File: config.mk
export PLATFORM = sky130hd
export DESIGN_NAME = ebpf_insn_sequencer_flat
export DESIGN_NICKNAME = d
export VERILOG_FILES = /design/src/rtl/ebpf_insn_sequencer_pkg.sv /design/src/rtl/ebpf_insn_sequencer_if.sv /design/src/rtl/ebpf_pc_next.sv /design/src/rtl/ebpf_insn_sequencer.sv /design/src/flat_wrapper.sv
export SDC_FILE = /design/constraint.sdc
export NUM_CORES = 1
export LEC_CHECK = 0
export ABC_AREA = 1
export CAP_MARGIN = 20
export CORE_MARGIN = 5
export CORE_UTILIZATION = 48
export DETAILED_ROUTE_END_ITERATION = 6
export PLACE_DENSITY = 0.79
export SYNTH_ARGS = -nofsm -noshare
export SYNTH_HDL_FRONTEND = slang
export SYNTH_SLANG_ARGS = --single-unit
export TNS_END_PERCENT = 100
File: constraint.sdc
create_clock -name clk -period 4.5 [get_ports clk]
set_input_delay 0.9 -clock clk [delete_from_list [all_inputs] [get_ports clk]]
set_output_delay 0.9 -clock clk [all_outputs]
set_load 0.02 [all_outputs]
File: src/rtl/ebpf_insn_sequencer_pkg.sv
// Shared types for the eBPF fetch/retire sequencer: FSM states, control-unit
// exception codes and the branch request captured at EXEC.
package ebpf_insn_sequencer_pkg;

    localparam int PC_W_DEF = 16;
    localparam int BR_OFF_W = 16;

    typedef enum logic [1:0] {
        NO_EXCEPTION    = 2'd0,
        EXIT            = 2'd1,
        UNKNOWN_OPCODE  = 2'd2,
        INCOMPLETE_LDDW = 2'd3
    } exc_code_e;

    typedef enum logic [2:0] {
        S_IDLE,
        S_FETCH,
        S_WAIT_RD,
        S_EXEC,
        S_MEM_WAIT,
        S_DRAIN,
        S_END
    } seq_state_e;

    typedef struct packed {
        logic                taken;
        logic [BR_OFF_W-1:0] off;
    } branch_t;

endpackage

File: src/rtl/ebpf_insn_sequencer_if.sv
// Instruction-memory and decode/control handshake bundle of the sequencer.
// master = sequencer side, slave = memory/control side.
interface ebpf_insn_sequencer_if
    import ebpf_insn_sequencer_pkg::*;
#(
    parameter int PC_W = PC_W_DEF
);
    logic                imem_req;
    logic [PC_W-1:0]     imem_addr;
    logic                imem_gnt;
    logic                imem_rvalid;
    logic [63:0]         imem_rdata;
    logic [63:0]         insn;
    logic                insn_valid;
    logic [1:0]          ctrl_exc;
    logic                exc_caught;
    logic                branch_taken;
    logic [BR_OFF_W-1:0] branch_off;
    logic                mem_op;
    logic                mem_done;
    logic                commit;

    modport master (
        output imem_req, imem_addr, insn, insn_valid, exc_caught, commit,
        input  imem_gnt, imem_rvalid, imem_rdata, ctrl_exc, branch_taken,
               branch_off, mem_op, mem_done
    );

    modport slave (
        input  imem_req, imem_addr, insn, insn_valid, exc_caught, commit,
        output imem_gnt, imem_rvalid, imem_rdata, ctrl_exc, branch_taken,
               branch_off, mem_op, mem_done
    );

endinterface

File: src/rtl/ebpf_pc_next.sv
// Next-PC adder: pc+1, or pc+1+sext(off) for a taken branch, modulo 2^PC_W.
module ebpf_pc_next
    import ebpf_insn_sequencer_pkg::*;
#(
    parameter int PC_W = PC_W_DEF
) (
    input  logic [PC_W-1:0] i_pc,
    input  branch_t         i_br,
    output logic [PC_W-1:0] o_pc_next
);
    logic [PC_W-1:0] w_off;

    // Sizing cast of a signed value sign-extends (or truncates) to PC_W.
    assign w_off     = i_br.taken ? PC_W'($signed(i_br.off)) : '0;
    assign o_pc_next = i_pc + PC_W'(1) + w_off;

endmodule

File: src/rtl/ebpf_insn_sequencer.sv
// Fetch/retire sequencer: owns the PC, fetches one instruction at a time,
// stalls on data-memory ops, applies branches and terminates the run.
module ebpf_insn_sequencer
    import ebpf_insn_sequencer_pkg::*;
#(
    parameter int PC_W      = PC_W_DEF,
    parameter int MAX_STEPS = 65535,
    parameter int STEP_W    = 32
) (
    input  logic                  clk,
    input  logic                  rst_n,
    input  logic                  i_start,
    input  logic [PC_W-1:0]       i_start_pc,
    input  logic                  i_abort,
    output logic                  o_busy,
    output logic                  o_done,
    output logic [1:0]            o_exc_code,
    output logic [PC_W-1:0]       o_exc_pc,
    output logic                  o_timeout,
    output logic [STEP_W-1:0]     o_steps,
    ebpf_insn_sequencer_if.master bus
);
    seq_state_e        r_state;
    logic [PC_W-1:0]   r_pc;
    logic [STEP_W-1:0] r_steps;
    logic [63:0]       r_insn;
    exc_code_e         r_exc_code;
    logic [PC_W-1:0]   r_exc_pc;
    logic              r_timeout;
    branch_t           r_br;

    logic              w_exc_hit;
    logic              w_retire;
    logic              w_budget_hit;
    branch_t           w_br_live;
    branch_t           w_br_sel;
    logic [PC_W-1:0]   w_pc_next;
    logic [STEP_W-1:0] w_steps_inc;

    assign w_exc_hit    = (bus.ctrl_exc != NO_EXCEPTION);
    assign w_br_live    = '{taken: bus.branch_taken, off: bus.branch_off};
    // Branch inputs are only valid in EXEC; a stalled load retires with the captured copy.
    assign w_br_sel     = (r_state == S_MEM_WAIT) ? r_br : w_br_live;
    assign w_steps_inc  = r_steps + STEP_W'(1);
    assign w_budget_hit = (MAX_STEPS != 0) && (w_steps_inc == STEP_W'(MAX_STEPS));

    assign w_retire = !i_abort &&
        (((r_state == S_EXEC) && !w_exc_hit && (!bus.mem_op || bus.mem_done)) ||
         ((r_state == S_MEM_WAIT) && bus.mem_done));

    ebpf_pc_next #(.PC_W(PC_W)) u_pc_next (
        .i_pc      (r_pc),
        .i_br      (w_br_sel),
        .o_pc_next (w_pc_next)
    );

    always_ff @(posedge clk or negedge rst_n) begin
        if (!rst_n) begin
            r_state    <= S_IDLE;
            r_pc       <= '0;
            r_steps    <= '0;
            r_insn     <= '0;
            r_exc_code <= NO_EXCEPTION;
            r_exc_pc   <= '0;
            r_timeout  <= 1'b0;
            r_br       <= '0;
        end else if (i_abort && (r_state != S_IDLE)) begin
            // A granted fetch must have its read data drained before going idle.
            case (r_state)
                S_FETCH:            r_state <= bus.imem_gnt ? S_DRAIN : S_IDLE;
                S_WAIT_RD, S_DRAIN: r_state <= bus.imem_rvalid ? S_IDLE : S_DRAIN;
                default:            r_state <= S_IDLE;
            endcase
        end else begin
            case (r_state)
                S_IDLE: begin
                    if (i_start) begin
                        r_pc       <= i_start_pc;
                        r_steps    <= '0;
                        r_exc_code <= NO_EXCEPTION;
                        r_exc_pc   <= '0;
                        r_timeout  <= 1'b0;
                        r_state    <= S_FETCH;
                    end
                end
                S_FETCH:   if (bus.imem_gnt) r_state <= S_WAIT_RD;
                S_WAIT_RD: begin
                    if (bus.imem_rvalid) begin
                        r_insn  <= bus.imem_rdata;
                        r_state <= S_EXEC;
                    end
                end
                S_EXEC: begin
                    if (w_exc_hit) begin
                        r_exc_code <= exc_code_e'(bus.ctrl_exc);
                        r_exc_pc   <= r_pc;
                        r_state    <= S_END;
                    end else if (bus.mem_op && !bus.mem_done) begin
                        r_br    <= w_br_live;
                        r_state <= S_MEM_WAIT;
                    end
                end
                S_MEM_WAIT: r_state <= S_MEM_WAIT;
                S_DRAIN:    if (bus.imem_rvalid) r_state <= S_IDLE;
                S_END:      r_state <= S_IDLE;
                default:    r_state <= S_IDLE;
            endcase

            if (w_retire) begin
                r_steps <= w_steps_inc;
                r_pc    <= w_pc_next;
                if (w_budget_hit) begin
                    r_timeout  <= 1'b1;
                    r_exc_code <= NO_EXCEPTION;
                    r_exc_pc   <= w_pc_next;
                    r_state    <= S_END;
                end else begin
                    r_state <= S_FETCH;
                end
            end
        end
    end

    assign o_busy     = (r_state != S_IDLE);
    assign o_done     = (r_state == S_END);
    assign o_exc_code = r_exc_code;
    assign o_exc_pc   = r_exc_pc;
    assign o_timeout  = r_timeout;
    assign o_steps    = r_steps;

    assign bus.imem_req   = (r_state == S_FETCH);
    assign bus.imem_addr  = r_pc;
    assign bus.insn       = r_insn;
    assign bus.insn_valid = (r_state == S_EXEC);
    assign bus.commit     = w_retire;
    assign bus.exc_caught = !i_abort && (r_state == S_EXEC) && w_exc_hit;

endmodule

File: src/flat_wrapper.sv
// flat-port wrapper written by rule: the top's interface ports become plain ports
module ebpf_insn_sequencer_flat import ebpf_insn_sequencer_pkg::*;
#(
    parameter int PC_W      = PC_W_DEF,
    parameter int MAX_STEPS = 65535,
    parameter int STEP_W    = 32
)
  (clk, rst_n, i_start, i_start_pc, i_abort, o_busy, o_done, o_exc_code, o_exc_pc, o_timeout, o_steps, bus_imem_req, bus_imem_addr, bus_insn, bus_insn_valid, bus_exc_caught, bus_commit, bus_imem_gnt, bus_imem_rvalid, bus_imem_rdata, bus_ctrl_exc, bus_branch_taken, bus_branch_off, bus_mem_op, bus_mem_done);
  ebpf_insn_sequencer_if #(.PC_W(PC_W)) bus_i ();
  input  logic clk;
  input  logic rst_n;
  input  logic i_start;
  input  logic [PC_W-1:0] i_start_pc;
  input  logic i_abort;
  output logic o_busy;
  output logic o_done;
  output logic [1:0] o_exc_code;
  output logic [PC_W-1:0] o_exc_pc;
  output logic o_timeout;
  output logic [STEP_W-1:0] o_steps;
  output wire logic [$bits(bus_i.imem_req)-1:0] bus_imem_req;
  output wire logic [$bits(bus_i.imem_addr)-1:0] bus_imem_addr;
  output wire logic [$bits(bus_i.insn)-1:0] bus_insn;
  output wire logic [$bits(bus_i.insn_valid)-1:0] bus_insn_valid;
  output wire logic [$bits(bus_i.exc_caught)-1:0] bus_exc_caught;
  output wire logic [$bits(bus_i.commit)-1:0] bus_commit;
  input wire logic [$bits(bus_i.imem_gnt)-1:0] bus_imem_gnt;
  input wire logic [$bits(bus_i.imem_rvalid)-1:0] bus_imem_rvalid;
  input wire logic [$bits(bus_i.imem_rdata)-1:0] bus_imem_rdata;
  input wire logic [$bits(bus_i.ctrl_exc)-1:0] bus_ctrl_exc;
  input wire logic [$bits(bus_i.branch_taken)-1:0] bus_branch_taken;
  input wire logic [$bits(bus_i.branch_off)-1:0] bus_branch_off;
  input wire logic [$bits(bus_i.mem_op)-1:0] bus_mem_op;
  input wire logic [$bits(bus_i.mem_done)-1:0] bus_mem_done;
  assign bus_imem_req = bus_i.imem_req;
  assign bus_imem_addr = bus_i.imem_addr;
  assign bus_insn = bus_i.insn;
  assign bus_insn_valid = bus_i.insn_valid;
  assign bus_exc_caught = bus_i.exc_caught;
  assign bus_commit = bus_i.commit;
  assign bus_i.imem_gnt = bus_imem_gnt;
  assign bus_i.imem_rvalid = bus_imem_rvalid;
  assign bus_i.imem_rdata = bus_imem_rdata;
  assign bus_i.ctrl_exc = bus_ctrl_exc;
  assign bus_i.branch_taken = bus_branch_taken;
  assign bus_i.branch_off = bus_branch_off;
  assign bus_i.mem_op = bus_mem_op;
  assign bus_i.mem_done = bus_mem_done;
  ebpf_insn_sequencer #(.PC_W(PC_W), .MAX_STEPS(MAX_STEPS), .STEP_W(STEP_W)) u_core (.clk(clk), .rst_n(rst_n), .i_start(i_start), .i_start_pc(i_start_pc), .i_abort(i_abort), .o_busy(o_busy), .o_done(o_done), .o_exc_code(o_exc_code), .o_exc_pc(o_exc_pc), .o_timeout(o_timeout), .o_steps(o_steps), .bus(bus_i));
endmodule
==> metrics.md, run 1 <==
| Metric | Value |
|---|---|
| TritonCTS buffer count | 17 |
| Hold buffer count at CTS | 0 |
| Yosys reg bits | 151 |
| Core footprint | 17200 um2 |
| Synth Area in Simple Gates | 22.9% |
| Synth Area in XOR/XNOR | 2.19% |
| DR iter-0 viols | 536 |
| Part of the cycle the worst path needs | 84.7% |
| First-pass DRT Iterations | 7 |
| Leak Pwr | 5.32 nW |
| Routability cong. | 0.952 |
| Die area | 20300 um2 |
| Number of setup buffers added after CTS | 0 |
| Final HPWL DP | 20300 um |
| Antenna Nets Post-Route | 0 |
| Post-Syn Nets | 1106 |
| First-pass GRT wire length | 42300 um |
| Fin util | 67.7% |
| PostCTS Resize Cnt | 0 |
| Final max-slew violation count | 0 |
| Post-synth cell types | 43 |
| Critical Path Max Stage Delay | 0.68 ns |
| Sequential element share of the synthesized area | 44.9% |
| Worst-path maximum fanout | 3 |
| Vias in the first global route | 7937 |
| Final setup TNS | 0 ns |
| Worst vdd ir | 0.000385 V |
| Slew HR | 46.0% |
| Worst skew pair latency | 0.43 ns |
| Mapped Area | 8420 um2 |
| # clock sinks | 151 |
| Critical Path Most Common Cell | nand2_1 |
| MaxCap Viol Count | 0 |
| Vias | 7984 |
| Syn_area_per_cell | 8.58 um2 |
| Status | finished, final reports clean |
| Met3 GRT Util | 8.67% |
| Max Fclk | 262 MHz |
| Number of buffers and inverters on the critical path | 4 |
| Startpoint types | primary input |
| Worst R2R Path Depth | 17 |
| GRT Residual Overflow | 0 |
| Layout Nets | 1348 |
| Largest family of logic cells by synthesized area | simple AND/OR/NAND/NOR gates |
| Gr usage total | 26.7% |
| Width of the die | 142 um |
| Initial antenna violation count | 0 |
| Warnings, synthesis | 0 |
| Hold Crit Class | primary input to asynchronous set/reset pin |
| Drt total wl | 27200 um |
| Leading cell types in the layout, fill and taps excluded | nand2_1 (269), clkdlybuf4s50_1 (242), dfrtp_1 (151), mux2_2 (96), inv_1 (84) |
| Data arrival, critical path | 2.91 ns |
| Die span in y | 142 um |
| CP max stage cell | clkdlybuf4s50_1 |
| GR peak layer | met2 |
| CTS tree | built |
| Post-Synth Adder-Cell Area | 2.77% |
| Layout cell share with drive strength beyond 1 | 12.7% |
| Commonest non-fill, non-tap cell in the layout | nand2_1 |
| Tightest Pin Transition | 0.810 ns |
| # setup viols final | 0 |
| Pwr/cell area | 604 nW/um2 |
| Crit end category | primary output |
| DRC | 0 |
| I/O Pins | 244 |
| Reg clk slew, reported paths | 0.06 ns |
| Post-Syn Instances | 981 |
| RSZ-0062 raised after global routing | false |
| Hold Fails Final Rpt | 0 |
| CP top delay family | buffers and inverters |
| H-Tree Depth | 4 |
| Mux cell area share after synthesis | 12.8% |
| Worst setup path class | primary input to primary output |
| Starting Density | 48.8% |
| Number of port buffers | 243 |
| Row count | 48 |
| Clk buf depth | 2 |
| CP Cell Sequence | clkdlybuf4s50_1 > inv_1 > nand2_1 > nor2_1 > nand2_1 > o21ai_1 > nand2_1 > inv_2 > clkdlybuf4s50_1 |
| GR Util met1 | 33.6% |
| Met2 Usage GRT | 42.8% |
| Clk_skew | 0.0138 ns |
| CP Depth | 9 |
| Vias per std cell | 5.47 |
| Compound-gate portion of the synthesized area | 8.88% |
| Diodes inserted | 0 |
| Syn-to-layout area delta | 38.6% |
| CP required | 3.60 ns |
| Largest net degree at the start of global routing | 81 |
| Final min period | 3.81 ns |
| Wire length per cell | 18.6 um |
| Clk root buf | clkbuf_16 |
==> worst paths after layout <==
kind,slack (ns),start,endpoint
setup / recovery,0.69,bus_ctrl_exc[0],bus_commit
hold / removal,0.47,rst_n,u_core.bus.imem_addr[10]
setup reg to reg,0.87,u_core.r_state[0],u_core.o_exc_pc[14]
hold reg to reg,0.50,u_core.bus.insn[7],u_core.bus.insn[7]
max in group asynchronous,3.15,rst_n,u_core.bus.insn[9]
min in group clk,0.50,u_core.bus.insn[7],u_core.bus.insn[7]
==> worst register-to-register path, cell delays in order, from the launching register on <==
cell and delay (ns):
dfrtp_1 0.45, nor2_1 0.26, nand2_1 0.30, nand2_1 0.16
nand2_1 0.33, nand2_1 0.22, ha_1 0.16, inv_1 0.06
fa_1 0.42, nand3_1 0.11, nand2_1 0.12, a21boi_0 0.32
nand3b_1 0.18, nand3b_1 0.11, nand2_1 0.09, nand4_1 0.09
nand3_1 0.12, nand2_1 0.05
==> per-layer routing <==
| metal | wire (um) | up-vias |
|---|---|---|
| met3 | 2690 | 74 |
| met1 | 10500 | 3759 |
| li1 | - | 3749 |
| met4 | 1060 | 0 |
| met5 | 0 | - |
| met2 | 12900 | 402 |
==> logic make-up after synthesis <==
logic type                 count (synthesis)
and+or+nand+nor                          453
DFF                                      151
AOI/OAI and AO/OA                        126
buffers and inverters                    116
muxes                                     96
xor gates and xnor gates                  21
adders and majority gates                 18
==> flip-flops by register name, indices dropped and copies added, names as in the netlist <==
| name | cells |
|---|---|
| u_core.bus.imem_addr | 16 |
| u_core.bus.insn | 64 |
| u_core.o_exc_code | 2 |
| u_core.o_exc_pc | 16 |
| u_core.o_steps | 32 |
| u_core.o_timeout | 1 |
| u_core.r_br | 17 |
| u_core.r_state | 3 |
==> Yosys cell counts <==
cell type | count | share of area [%]
buf_4 | 2 | 0.18
ha_1 | 17 | 2.5
nor3_1 | 6 | 0.36
buf_6 | 2 | 0.27
nor2_4 | 5 | 0.67
nor3b_1 | 1 | 0.089
xnor2_1 | 4 | 0.42
nand2_1 | 269 | 12
inv_2 | 2 | 0.089
mux2_2 | 96 | 13
a31oi_1 | 1 | 0.074
a22oi_2 | 1 | 0.15
o21bai_1 | 2 | 0.18
a22o_1 | 4 | 0.42
fa_1 | 1 | 0.24
a22oi_1 | 13 | 1.2
a21oi_1 | 26 | 1.5
o21ai_1 | 4 | 0.24
nor2_2 | 6 | 0.45
o2111ai_1 | 1 | 0.10
nand3b_1 | 4 | 0.36
or2_2 | 1 | 0.074
buf_2 | 5 | 0.30
nand3_4 | 1 | 0.21
a21boi_0 | 1 | 0.089
a21o_1 | 4 | 0.36
nand4_1 | 18 | 1.3
nor2_1 | 80 | 3.6
o22ai_1 | 7 | 0.52
nand3_1 | 57 | 3.4
inv_1 | 84 | 3.7
xor2_1 | 17 | 1.8
nor4_1 | 1 | 0.074
clkinv_1 | 1 | 0.045
o211ai_1 | 4 | 0.36
o221ai_1 | 2 | 0.21
clkbuf_1 | 19 | 0.85
o21ai_0 | 51 | 3.0
nand3_2 | 1 | 0.12
buf_1 | 1 | 0.045
dfrtp_1 | 151 | 45
o21a_1 | 5 | 0.45
nand2_2 | 3 | 0.22
==> power by group <==
part / switching, W / internal (W)
Sequential: 0.000376 / 0.00183
Combinational: 0.00188 / 0.00153
Clock: 0.000592 / 0.000836
Total: 0.00285 / 0.00420
==> layout make-up <==
| cell class | instances | area, um2 |
|---|---|---|
| clock inverter | 12 | 143 |
| tap | 225 | 282 |
| timing repair buffer | 252 | 2510 |
| inverter | 87 | 327 |
| clock buffer | 19 | 443 |
| sequential | 151 | 3780 |
| fill | 1380 | 5570 |
| multi-input combinational | 714 | 4180 |
==> through the flow <==
step,power (W),setup slack (ns),cells,cell area (um2),hold WS [ns]
finish,0.00705,0.688,1460,11700,0.466
global route,0.00746,0.603,1460,11700,0.518
CTS,0.00707,0.662,1460,11700,0.506
detailed placement,0.00562,0.669,1429,11100,0.493
global placement,0.00556,0.741,1429,11100,0.472
floorplan,0.00405,1.35,981,8420,0.475
No activity file was read; power rests on OpenSTA's default activity.
==> run 2: changes to the inputs <==
CORE_UTILIZATION = 44   (was 48)
PLACE_DENSITY = 0.76   (was 0.79)
clock period = 3.2 ns   (was 4.5 ns; I/O delays follow)
==> metrics.md, run 2 (same netlist as run 1, synthesis figures left out) <==
| Metric | Value |
|---|---|
| CP Capture Point | bus_commit |
| Multi-input logic area | 4200 um2 (+0.51%) |
| Clk root buf | clkbuf_16 |
| Clk_skew | 0.00972 ns (-0.00412 ns) |
| Initial antenna violation count | 1 (+1) |
| I/O Pins | 244 (unchanged) |
| Wire length per cell | 18.4 um (-1.0%) |
| Worst skew pair latency | 0.43 ns (about the same) |
| Antenna Nets Post-Route | 0 (unchanged) |
| Starting Density | 44.8% (-4.0 points) |
| Layout cell share with drive strength beyond 1 | 14.6% (+1.9 points) |
| Commonest non-fill, non-tap cell in the layout | nand2_1 |
| Setup slack, reg-to-reg | 0.25 ns (-0.62 ns) |
| Final-layout fill cell count | 1631 (+18%) |
| Worst setup path class | primary input to primary output |
| Die span in y | 148 um (+4.1%) |
| Number of setup buffers added after CTS | 0 (unchanged) |
| Data arrival, critical path | 2.41 ns (-0.50 ns) |
| Die area | 22000 um2 (+8.4%) |
| Max Fclk | 328 MHz |
| Status | finished, final reports clean |
| Vias in the first global route | 8252 (+4.0%) |
| First-pass GRT wire length | 43500 um (+2.7%) |
| FF+latch area | 3780 um2 (unchanged) |
| TritonCTS buffer count | 17 (unchanged) |
| Critical path launch point | bus_ctrl_exc[0] |
| # setup viols final | 0 (unchanged) |
| Leading cell types in the layout, fill and taps excluded | nand2_1 (268), clkdlybuf4s50_1 (242), dfrtp_1 (151), mux2_2 (96), inv_1 (83) |
| Largest register FFs | 64 (unchanged) |
| Leak Pwr | 5.47 nW (+2.8%) |
| Width of the die | 148 um (+4.1%) |
| DP Area | 11300 um2 (+1.8%) |
| Reg clk slew, reported paths | 0.07 ns (about the same) |
| Hold Fails Final Rpt | 0 (unchanged) |
| Largest net degree at the start of global routing | 73 (-9.9%) |
| Vias | 8042 (+0.73%) |
| # clock sinks | 151 (unchanged) |
| Layout Nets | 1367 (+1.4%) |
| Vias per std cell | 5.40 (-1.2%) |
| RSZ-0062 raised after global routing | false |
| H-Tree Depth | 4 (unchanged) |
| Design Power | 0.0102 W (+45%) |
| P_int | 0.00604 W (+44%) |
| Sequential share of power | 30.3% (-0.9 points) |
| Startpoint types | primary input |
| CP required | 2.56 ns (-1.04 ns) |
| Row count | 50 (+4.2%) |
| CTS tree | built |
| Slew HR | 51.2% (+5.2 points) |
| Hold Crit Class | primary input to asynchronous set/reset pin |
| Diodes inserted | 0 (unchanged) |
| Part of the cycle the worst path needs | 95.2% |
| DR iter-0 viols | 522 (-2.6%) |
| FF-to-FF Start | u_core.o_steps[0] |
| Sw Share | 40.8% (+0.33 points) |
| Clk buf depth | 2 (unchanged) |
| Comb pwr share | 48.6% (about the same) |
| Worst-path maximum fanout | 2 (-1) |
| Number of port buffers | 243 (unchanged) |
| Drt total wl | 27400 um (+0.93%) |
| Reg2reg end | u_core.o_exc_pc[2] |
| Pwr/cell area | 855 nW/um2 (+41%) |
| Final HPWL DP | 20600 um (+1.4%) |
| Design Area, Final | 11900 um2 (+2.3%) |
| Gr usage total | 25.0% (-1.7 points) |
| GRT Residual Overflow | 0 (unchanged) |
| Final max-slew violation count | 0 (unchanged) |
| Syn-to-layout area delta | 41.7% |
| DRC | 0 (unchanged) |
| Crit end category | primary output |
| Hold buffer count at CTS | 0 (unchanged) |
| Sw Pwr | 0.00416 W (+46%) |
| Tightest Pin Transition | 0.732 ns (-0.0787 ns) |
| Worst R2R Path Depth | 15 (-2) |
| Final min period | 3.05 ns |
| Core footprint | 18800 um2 (+8.9%) |
| Routability cong. | 0.977 (+2.6%) |
| First-pass DRT Iterations | 5 (-2) |
| MaxCap Viol Count | 0 (unchanged) |
| Clk pwr share | 21.2% (+0.9 points) |
| Worst vdd ir | 0.000501 V (+30%) |
-- run 2: changes by cell type in the layout (fill, tap and decap cells not counted), moves of 3 or more --
cell / change
inv_8: +4
clkinvlp_4: -3
buf_12: +4
buf_4: +15
-- run 2: per-stage QoR --
step	hold WS [ns]	setup WS [ns]	util [%]	instances	setup TNS, ns
after global placement	0.464	0.0262	60.1	1457	0
after CTS	0.269	0.0278	63.5	1489	0
after detailed placement	0.479	-0.00486	60.1	1457	-0.00486
final	0.221	0.154	63.5	1489	0
after global routing	0.286	0.000927	63.5	1489	0
after floorplan	0.344	0.0476	-	981	0
-- run 2: repair_timing --
| action | 4_1_cts | 5_1_grt |
|---|---|---|
| gates resized for setup | 2 | 5 |
| pin swaps | 0 | 0 |
| endpoints found under the setup margin | 1 | 21 |
-- run 2: how the worst min path moves through the flow --
stage	startpoint	endpoint	slack, ns	depth (start not counted)
finish	rst_n	u_core.bus.insn[24]	0.22	1
global route	rst_n	u_core.bus.insn[24]	0.29	1
CTS	rst_n	u_core.bus.insn[24]	0.27	1
detailed placement	u_core.o_timeout	u_core.o_timeout	0.48	2
global placement	u_core.o_timeout	u_core.o_timeout	0.46	2
floorplan	rst_n	u_core.bus.imem_addr[0]	0.34	0
-- run 2: area by class of cell --
type	instances	share of cell area [%]
multi-input combinational	714	35.2
clock buffer	17	3.57
clock inverter	15	1.66
timing repair buffer	271	22.7
inverter	87	2.74
tap	234	2.45
sequential	151	31.7
-- run 2: worst max-delay path, stage by stage --
cell,delay [ns]
clkdlybuf4s50_1,0.42
inv_1,0.07
nand2_1,0.06
nor2_1,0.14
nand2_1,0.11
o21ai_2,0.12
nand2_1,0.14
inv_2,0.10
clkdlybuf4s50_1,0.60
-- run 2: power groups by stage --
stage	Sequential [W]	Clock (W)	Combinational (W)
finish	0.00308	0.00216	0.00495
global route	0.00317	0.00227	0.00534
CTS	0.00307	0.00217	0.00496
detailed placement	0.00310	0	0.00492
global placement	0.00307	0	0.00489
floorplan	0.00372	0	0.00198
-- run 2: layer usage --
metal	vias to the layer above	part of all wire, %	GRT usage, %
met4	2	3.4	9.24
met1	3802	38	30.2
li1	3788	-	-
met5	-	0.047	0
met3	70	9.4	8.10
met2	380	49	42.0
